**config.mk**
```make
export PLATFORM = sky130hd
export DESIGN_NAME = seq_shifter
export DESIGN_NICKNAME = d
export VERILOG_FILES = /design/src/rtl/seq_shifter_pkg.sv /design/src/rtl/seq_shifter_step.sv /design/src/rtl/seq_shifter.sv
export SDC_FILE = /design/constraint.sdc
export NUM_CORES = 1
export LEC_CHECK = 0
export ABC_AREA = 1
export CAP_MARGIN = 15
export CELL_PAD_IN_SITES_DETAIL_PLACEMENT = 1
export CELL_PAD_IN_SITES_GLOBAL_PLACEMENT = 1
export CORE_ASPECT_RATIO = 0.7
export CORE_MARGIN = 2
export CORE_UTILIZATION = 36
export CTS_CLUSTER_SIZE = 12
export DETAILED_ROUTE_END_ITERATION = 10
export PLACE_DENSITY = 0.78
export SETUP_SLACK_MARGIN = 0.5
export SYNTH_ARGS = -nofsm -noshare
export SYNTH_HDL_FRONTEND = slang
export SYNTH_HIERARCHICAL = 1
export SYNTH_SLANG_ARGS = --single-unit
export TNS_END_PERCENT = 20
```
**constraint.sdc**
```tcl
create_clock -name clk -period 4.55 [get_ports clk]
set_input_delay 1.365 -clock clk [delete_from_list [all_inputs] [get_ports clk]]
set_output_delay 1.365 -clock clk [all_outputs]
set_load 0.005 [all_outputs]
```
**src/rtl/seq_shifter_pkg.sv**
```systemverilog
// ============================================================================
// Module  : seq_shifter_pkg
// Brief   : Shared mode codes and FSM state encoding for the sequential shifter.
// Revision: 1.0 - initial release
// ============================================================================
`default_nettype none

package seq_shifter_pkg;

    localparam logic [1:0] C_MODE_SLL = 2'b00;
    localparam logic [1:0] C_MODE_SRL = 2'b01;
    localparam logic [1:0] C_MODE_SRA = 2'b10;
    localparam logic [1:0] C_MODE_ROR = 2'b11;

    typedef enum logic [1:0] {
        ST_IDLE  = 2'd0,
        ST_SHIFT = 2'd1,
        ST_DONE  = 2'd2
    } state_t;

endpackage

`default_nettype wire

```
**src/rtl/seq_shifter_step.sv**
```systemverilog
// ============================================================================
// Module  : shift_step
// Brief   : Combinational single step of 0..STEP bits in SLL/SRL/SRA/ROR.
// Revision: 1.0 - initial release
// ============================================================================
`default_nettype none

module shift_step
    import seq_shifter_pkg::*;
#(
    parameter int DATA_WIDTH = 32,
    parameter int STEP       = 4
) (
    input  logic [DATA_WIDTH-1:0]     in,
    input  logic [$clog2(STEP):0]     k,
    input  logic [1:0]                mode,
    output logic [DATA_WIDTH-1:0]     out
);

    logic [DATA_WIDTH-1:0] w_ror;

    // With k=0 the left shift is by DATA_WIDTH and vanishes, leaving the operand intact.
    assign w_ror = (in >> k) | (in << (DATA_WIDTH - int'(k)));

    always_comb begin
        out = in;
        case (mode)
            C_MODE_SLL: out = in << k;
            C_MODE_SRL: out = in >> k;
            C_MODE_SRA: out = $unsigned($signed(in) >>> k);
            C_MODE_ROR: out = w_ror;
            default:    out = in;
        endcase
    end

endmodule

`default_nettype wire

```
**src/rtl/seq_shifter.sv**
```systemverilog
// ============================================================================
// Module  : seq_shifter
// Brief   : Multi-cycle variable shifter, at most STEP bits per clock, start/done.
// Revision: 1.0 - initial release
// ============================================================================
`default_nettype none

module seq_shifter
    import seq_shifter_pkg::*;
#(
    parameter int DATA_WIDTH  = 32,
    parameter int SHAMT_WIDTH = 5,
    parameter int STEP        = 4
) (
    input  logic                   clk,
    input  logic                   rst,
    input  logic                   start,
    input  logic [1:0]             mode,
    input  logic [SHAMT_WIDTH-1:0] shamt,
    input  logic [DATA_WIDTH-1:0]  in,
    output logic                   ready,
    output logic                   busy,
    output logic                   done,
    output logic [DATA_WIDTH-1:0]  out
);

    localparam int C_KW = $clog2(STEP) + 1;

    state_t                 r_state;
    state_t                 w_state_nxt;
    logic [DATA_WIDTH-1:0]  r_out;
    logic [DATA_WIDTH-1:0]  w_out_nxt;
    logic [SHAMT_WIDTH-1:0] r_rem;
    logic [SHAMT_WIDTH-1:0] w_rem_nxt;
    logic [1:0]             r_mode;
    logic [1:0]             w_mode_nxt;
    logic [C_KW-1:0]        w_k;
    logic [SHAMT_WIDTH-1:0] w_k_ext;
    logic [DATA_WIDTH-1:0]  w_step_out;

    // k = min(remaining, STEP); k never exceeds remaining so the counter cannot wrap.
    always_comb begin
        if (int'(r_rem) >= STEP) begin
            w_k = C_KW'(STEP);
        end else begin
            w_k = C_KW'(r_rem);
        end
        w_k_ext = SHAMT_WIDTH'(w_k);
    end

    shift_step #(
        .DATA_WIDTH (DATA_WIDTH),
        .STEP       (STEP)
    ) u_step (
        .in   (r_out),
        .k    (w_k),
        .mode (r_mode),
        .out  (w_step_out)
    );

    always_ff @(posedge clk) begin
        if (rst) begin
            r_state <= ST_IDLE;
            r_out   <= '0;
            r_rem   <= '0;
            r_mode  <= C_MODE_SLL;
        end else begin
            r_state <= w_state_nxt;
            r_out   <= w_out_nxt;
            r_rem   <= w_rem_nxt;
            r_mode  <= w_mode_nxt;
        end
    end

    always_comb begin
        w_state_nxt = r_state;
        w_out_nxt   = r_out;
        w_rem_nxt   = r_rem;
        w_mode_nxt  = r_mode;
        case (r_state)
            ST_IDLE: begin
                if (start) begin
                    w_out_nxt   = in;
                    w_rem_nxt   = shamt;
                    w_mode_nxt  = mode;
                    w_state_nxt = (shamt != '0) ? ST_SHIFT : ST_DONE;
                end
            end
            ST_SHIFT: begin
                w_out_nxt = w_step_out;
                w_rem_nxt = r_rem - w_k_ext;
                if (r_rem == w_k_ext) begin
                    w_state_nxt = ST_DONE;
                end
            end
            ST_DONE: begin
                w_state_nxt = ST_IDLE;
            end
            default: begin
                w_state_nxt = ST_IDLE;
            end
        endcase
    end

    assign ready = (r_state == ST_IDLE);
    assign busy  = (r_state == ST_SHIFT) || (r_state == ST_DONE);
    assign done  = (r_state == ST_DONE);
    assign out   = r_out;

endmodule

`default_nettype wire

```
=== After elaboration in Yosys (flattened, before gate mapping) ===
Cells that the tools add are included.

* Register bits: 41
* Output and inout bits: 35
* Bits of input ports: 42

* Reductions and logical operators: 8
* Shift operators: 4
* Bitwise gates (word level): 1
* $lt $le $gt $ge: 1
* Eq/ne operators: 8
* Mux-type cells: 10
* Add/sub/neg operators: 2

{| class="wikitable"
|+ Operators by type and width
! kind !! number
|-
| $pmux W32 S4 || 1
|-
| $pmux W32 S2 || 1
|-
| $mux W32 || 1
|-
| $or A32 B32 Y32 || 1
|-
| $shl A32 B3 Y32 || 1
|-
| $shl A32 B32 Y32 || 1
|-
| $shr A32 B3 Y32 || 1
|-
| $sshr A32 B3 Y32 || 1
|-
| $pmux W5 S2 || 1
|-
| $sub A6 B3 Y7 const A || 1
|-
| $eq A2 B2 Y1 const B || 3
|-
| $mux W2 || 3
|-
| $reduce_and A2 Y1 || 3
|-
| $eq A5 B3 Y1 || 1
|-
| $ge A5 B3 Y1 const B || 1
|-
| $mux W5 || 1
|-
| $reduce_bool A5 Y1 || 1
|-
| $sub A5 B3 Y5 || 1
|-
| $eq A2 B1 Y1 const B || 2
|-
| $logic_not A2 Y1 || 2
|-
| $ne A2 B2 Y1 const B || 2
|-
| $pmux W2 S2 || 1
|-
| $mux W3 || 1
|-
| $reduce_bool A2 Y1 || 1
|-
| $logic_or A1 B1 Y1 || 1
|}

=== Depth between registers and ports, before layout ===
* Depth in word-level cells: 7
* Mapped depth: 21
* Depth with buffers taken out: 17

=== Modules after synthesis ===
Netlist, hierarchy kept.

{| class="wikitable"
|+ Modules (own cells, without submodules)
! module !! seq. area each (um^2) !! times used !! area each (um^2) !! cells each
|-
| shift_step || 0.0 || 1 || 3221.8 || 689
|-
| seq_shifter || 820.8 || 1 || 1931.9 || 272
|}

=== Least setup slack after synthesis ===
OpenSTA, ideal clock, no wires.

* Path type: flip-flop to flip-flop
* Start: reg r_rem[3]
* End: reg r_out[26] (netlist: out[26])
* Data required time: 4476 ps
* Data arrival time: 2674 ps
* Setup slack: 1802 ps
* Buffers on the path: 4
* Library setup time: 74 ps
* Stages on the path, launching flop included: 20
* Path through: dfxtp_1 -> nor2_1 -> nand2_1 -> nor2_1 -> buf_4 -> inv_2 -> buf_2 -> buf_2 -> ha_1 -> ha_1 -> inv_1 -> clkbuf_1 -> nand3_1 -> nand2_1 -> nand3_1 -> nand2_1 -> nand2_1 -> nand2_1 -> nand2_1 -> a31oi_1

* Cells in the longest elaborated chain, start to end: 7
* Elaborated cells between the ends (all ways): 10
* Those cells by class: 1 x add/sub; 1 x order compare; 4 x shift; 3 x mux; 1 x bitwise

{| class="wikitable"
|+ Ends and longest elaborated chain
! item !! line !! RTL
|-
| start: declaration || seq_shifter.sv:33 || <nowiki>logic [SHAMT_WIDTH-1:0] r_rem;</nowiki>
|-
| start signal: assignment || seq_shifter.sv:70 || <nowiki>r_rem <= w_rem_nxt;</nowiki>
|-
| $ge A5 B3 Y1 * || seq_shifter.sv:43 || <nowiki>if (int'(r_rem) >= STEP) begin</nowiki>
|-
| $mux W3 * || seq_shifter.sv:43 ||
|-
| net w_k[2] || seq_shifter.sv:37 || <nowiki>logic [C_KW-1:0] w_k;</nowiki>
|-
| $sub A6 B3 Y7 || seq_shifter_step.sv:23 || <nowiki>assign w_ror = (in >> k) | (in << (DATA_WIDTH - int'(k)));</nowiki>
|-
| $shl A32 B32 Y32 || seq_shifter_step.sv:23 ||
|-
| $or A32 B32 Y32 || seq_shifter_step.sv:23 ||
|-
| $pmux W32 S4 * || seq_shifter_step.sv:27 || <nowiki>case (mode)</nowiki>
|-
| net w_step_out[26] || seq_shifter.sv:39 || <nowiki>logic [DATA_WIDTH-1:0] w_step_out;</nowiki>
|-
| $pmux W32 S2 * || seq_shifter.sv:80 || <nowiki>case (r_state)</nowiki>
|-
| end signal: assignment || seq_shifter.sv:69 || <nowiki>r_out <= w_out_nxt;</nowiki>
|-
| end: declaration || seq_shifter.sv:31 || <nowiki>logic [DATA_WIDTH-1:0] r_out;</nowiki>
|}

The timed path passes the listed nets; every way through them passes the cells marked *.
A chain may end at the register's enable or synchronous reset.

=== Worst setup path after layout ===
* Start: reg r_rem[3]
* End: reg r_out[24] (netlist: out[24])

The elaborated chain is that of the path after synthesis.

==> results.cfg <==
[floorplan]
die_x_um = 147.0
core-area_um2 = 13960
die_y_um = 104.1
initial_utilization = 0.3691
die_area_um2 = 15300
std_cell_rows = 36
io_pins = 77

[clocking]
htree_levels = 2
post_cts_buffers = 0
root_buffer = clkbuf_16
clockBufferDepth = 2
cts_resized = 0
cts_hold_buf = 0
numCtsBuffers = 5
cts_tree = built
path_clk_slew_ns = 0.07
clock_latency_ns = 0.30
cts_sinks = 41

[detailed_routing]
vias = 6587
viasPerCell = 5.601
routedWlPerCell_um = 17.89
drc = 0
routed_wl_um = 21030
ant_nets = 0
dr.first_iter.drc_count = 630
dr.pass1.iters = 5

[sta]
rsz0062_at_grt = no
period_minus_slack_ns = 3.192
finalCritPeriodShare = 0.7015
setup-violations-final = 0
worst_pin_slew_ns = 0.8097
clock_skew_ns = 0.007053
hold_viol_final = 0
setup_tns_ns = 0
drv_slew = 0
slew_headroom = 0.4596
hold_ws_ns = 0.4946
max_freq_ghz = 0.3133

[yosys]
muxShareOfSynthArea = 0.009711
syn-num-nets = 1009
synth_top_family_by_area = simple AND/OR/NAND/NOR gates
synthCells = 961
synthAdderAreaFrac = 0.01457
synth_simple_gate_area_frac = 0.4542
synth-main-ff-cell = dfxtp_1
synth_compound_area_frac = 0.2377
synth_area_leaders = nand2_1 31%, dfxtp_1 16%, nand3_1 8.4%
synth.distinct_cells = 42
yosys_register_bits = 41
async_flop_share = 0
yosysTopAreaCell = nand2_1
ys_seq_area_frac = 0.1593
yosysWarnings = 6
synth-edff-count = 0
yosysTopAreaCellShare = 0.3066
netlist_area_um2 = 5154
synth_area_per_cell_um2 = 5.363
yosys.area_share.xor_xnor = 0

[finish]
synthToLayoutAreaGrowth_pct = 16.46
n_antenna_cell = 0
regArea_um2 = 820.8
instances_no_fill = 1176
drive_gt1_frac = 0.05680
fin_nets = 1033
multiInputGateArea_um2 = 3715
fill_cells = 1999

[grt]
grt_pass1_wl_um = 34550
grt-busiest-layer = met1
grt_pass1_vias = 6254
grt_usage = 0.2776
grt_max_degree = 68
met3_usage = 0.03728
globalRouteMet1Util = 0.4383
use_met2 = 0.4027
globalRouteOverflowTotal = 0
antenna_found_initial = 0

[power_and_ir_drop]
p_per_area_nw_per_um2 = 434.4
power_leakage_nw = 2.807
vdd_drop_max_mv = 0.1942

[worst_setup_path]
crit_fanout = 24
r2r_start = r_rem[3]
r2r_slack_ns = 1.36
crit_type = flop to flop
worstPathCellList = nor2_1 -> nand2_1 -> nor2_2 -> inv_4 -> ha_1 -> ha_1 -> buf_4 -> inv_1 -> nand3_1 -> a21oi_1 -> nand2_1 -> nand2_1 -> nand2_1 -> nand2_1 -> nand2_1 -> a31oi_1
worst_ep_arrival_time_ns = 3.42
reg2reg_to = out[24]
slowest_stage = inv_1
max_stage_delay_ns = 0.57
critPathCaptureType = flop
path_common_cell = nand2_1
startpoint_type = flop
required_ns = 4.77
reg2reg_depth = 16

[status]
status = finished, final reports clean

[hold_path]
hp-class = flop to flop
hp-start = r_rem[4]
holdPathStages = 2
min_to = r_rem[4]

[place]
placedCellCount = 1168
routabilityCongestion = 0.9488
io_buffers = 76
dp_hpwl_um = 15310

[flow_run]
cap_violations = 0
==> worst max-delay path by stage <==
stage,startpoint,endpoint,depth (start not counted)
floorplan,r_rem[3],out[26],19
global placement,start,out[24],6
detailed placement,start,out[29],6
CTS,r_rem[3],out[24],16
global route,r_rem[3],out[24],16
finish,r_rem[3],out[24],16
==> synth_stat cells, types with 2 or more instances <==
cell	n
nand2_1	421
o21ai_2	5
buf_6	7
nand3_1	86
nand3_2	2
nand3b_1	3
buf_1	5
mux2i_1	5
and2_1	9
buf_4	7
a21oi_1	27
o221ai_1	2
buf_2	30
or2_1	2
clkbuf_1	20
nand4_1	7
a22o_1	8
inv_1	52
inv_2	6
nor2_2	2
nand2_2	5
o211ai_1	9
ha_1	6
o21ai_0	63
nor2_1	23
nand2_4	2
a21oi_2	8
o21ai_1	51
a31oi_1	35
dfxtp_1	41
==> cell usage in the layout, fill, tap and decap left out, types with 8 or more instances in the layout <==
cell,count
inv_1,52
a21oi_1,27
a31oi_1,35
a21oi_2,8
buf_4,12
and2_1,9
nand2_1,421
o211ai_1,9
a22o_1,8
dfxtp_1,41
nor2_1,20
o21ai_1,51
o21ai_0,63
nand3_1,86
clkdlybuf4s50_1,76
==> layout make-up <==
cell class                 instances  share of cell area
tap                              190             0.03961
clock buffer                       5             0.02085
inverter                          60             0.03794
multi-input combinational        789              0.6189
sequential                        41              0.1368
clock inverter                     3            0.004169
timing repair buffer              88              0.1418
==> registers in the layout, summed over array words and instances (netlist names) <==
register,count
r_rem,5
r_mode,2
r_state,2
out,32
==> cell families after synthesis <==
logic type,Yosys count
and+or+nand+nor,565
AOI/OAI and AO/OA,212
buffers and inverters,131
DFF,41
adders and majority gates,6
muxes,5
other,1
==> metrics by stage <==
stage                     setup slack (ns)  utilization  total power, mW  cell area (um2)
after detailed placement             1.326       0.4191            2.172             5852
final                                1.358       0.4298            2.607             6002
after floorplan                      1.802            -            1.668             5154
after global placement               1.381       0.4191            2.146             5852
after CTS                            1.414       0.4298            2.569             6002
after global routing                 1.015       0.4298            2.832             6002
==> worst max-delay path, delay by kind of cell (launching register included) <==
kind	cells	cell delay (ns)
buffers and inverters	3	0.83
AOI/OAI and AO/OA	2	0.39
DFF	1	0.33
and+or+nand+nor	9	1.11
adders and majority gates	2	0.46
==> layer usage <==
metal / vias up / routed length (um)
li1: 3211 / -
met1: 3131 / 10900
met2: 230 / 8571
met3: 15 / 1389
met4: 0 / 176
met5: - / 0
==> report_power, final <==
group | internal (mW) | switching (mW)
registers | 0.418 | 0.0897
logic | 0.566 | 1.14
clock network | 0.208 | 0.181
total | 1.19 | 1.42
Note: power is estimated with default switching activity, not from simulation.
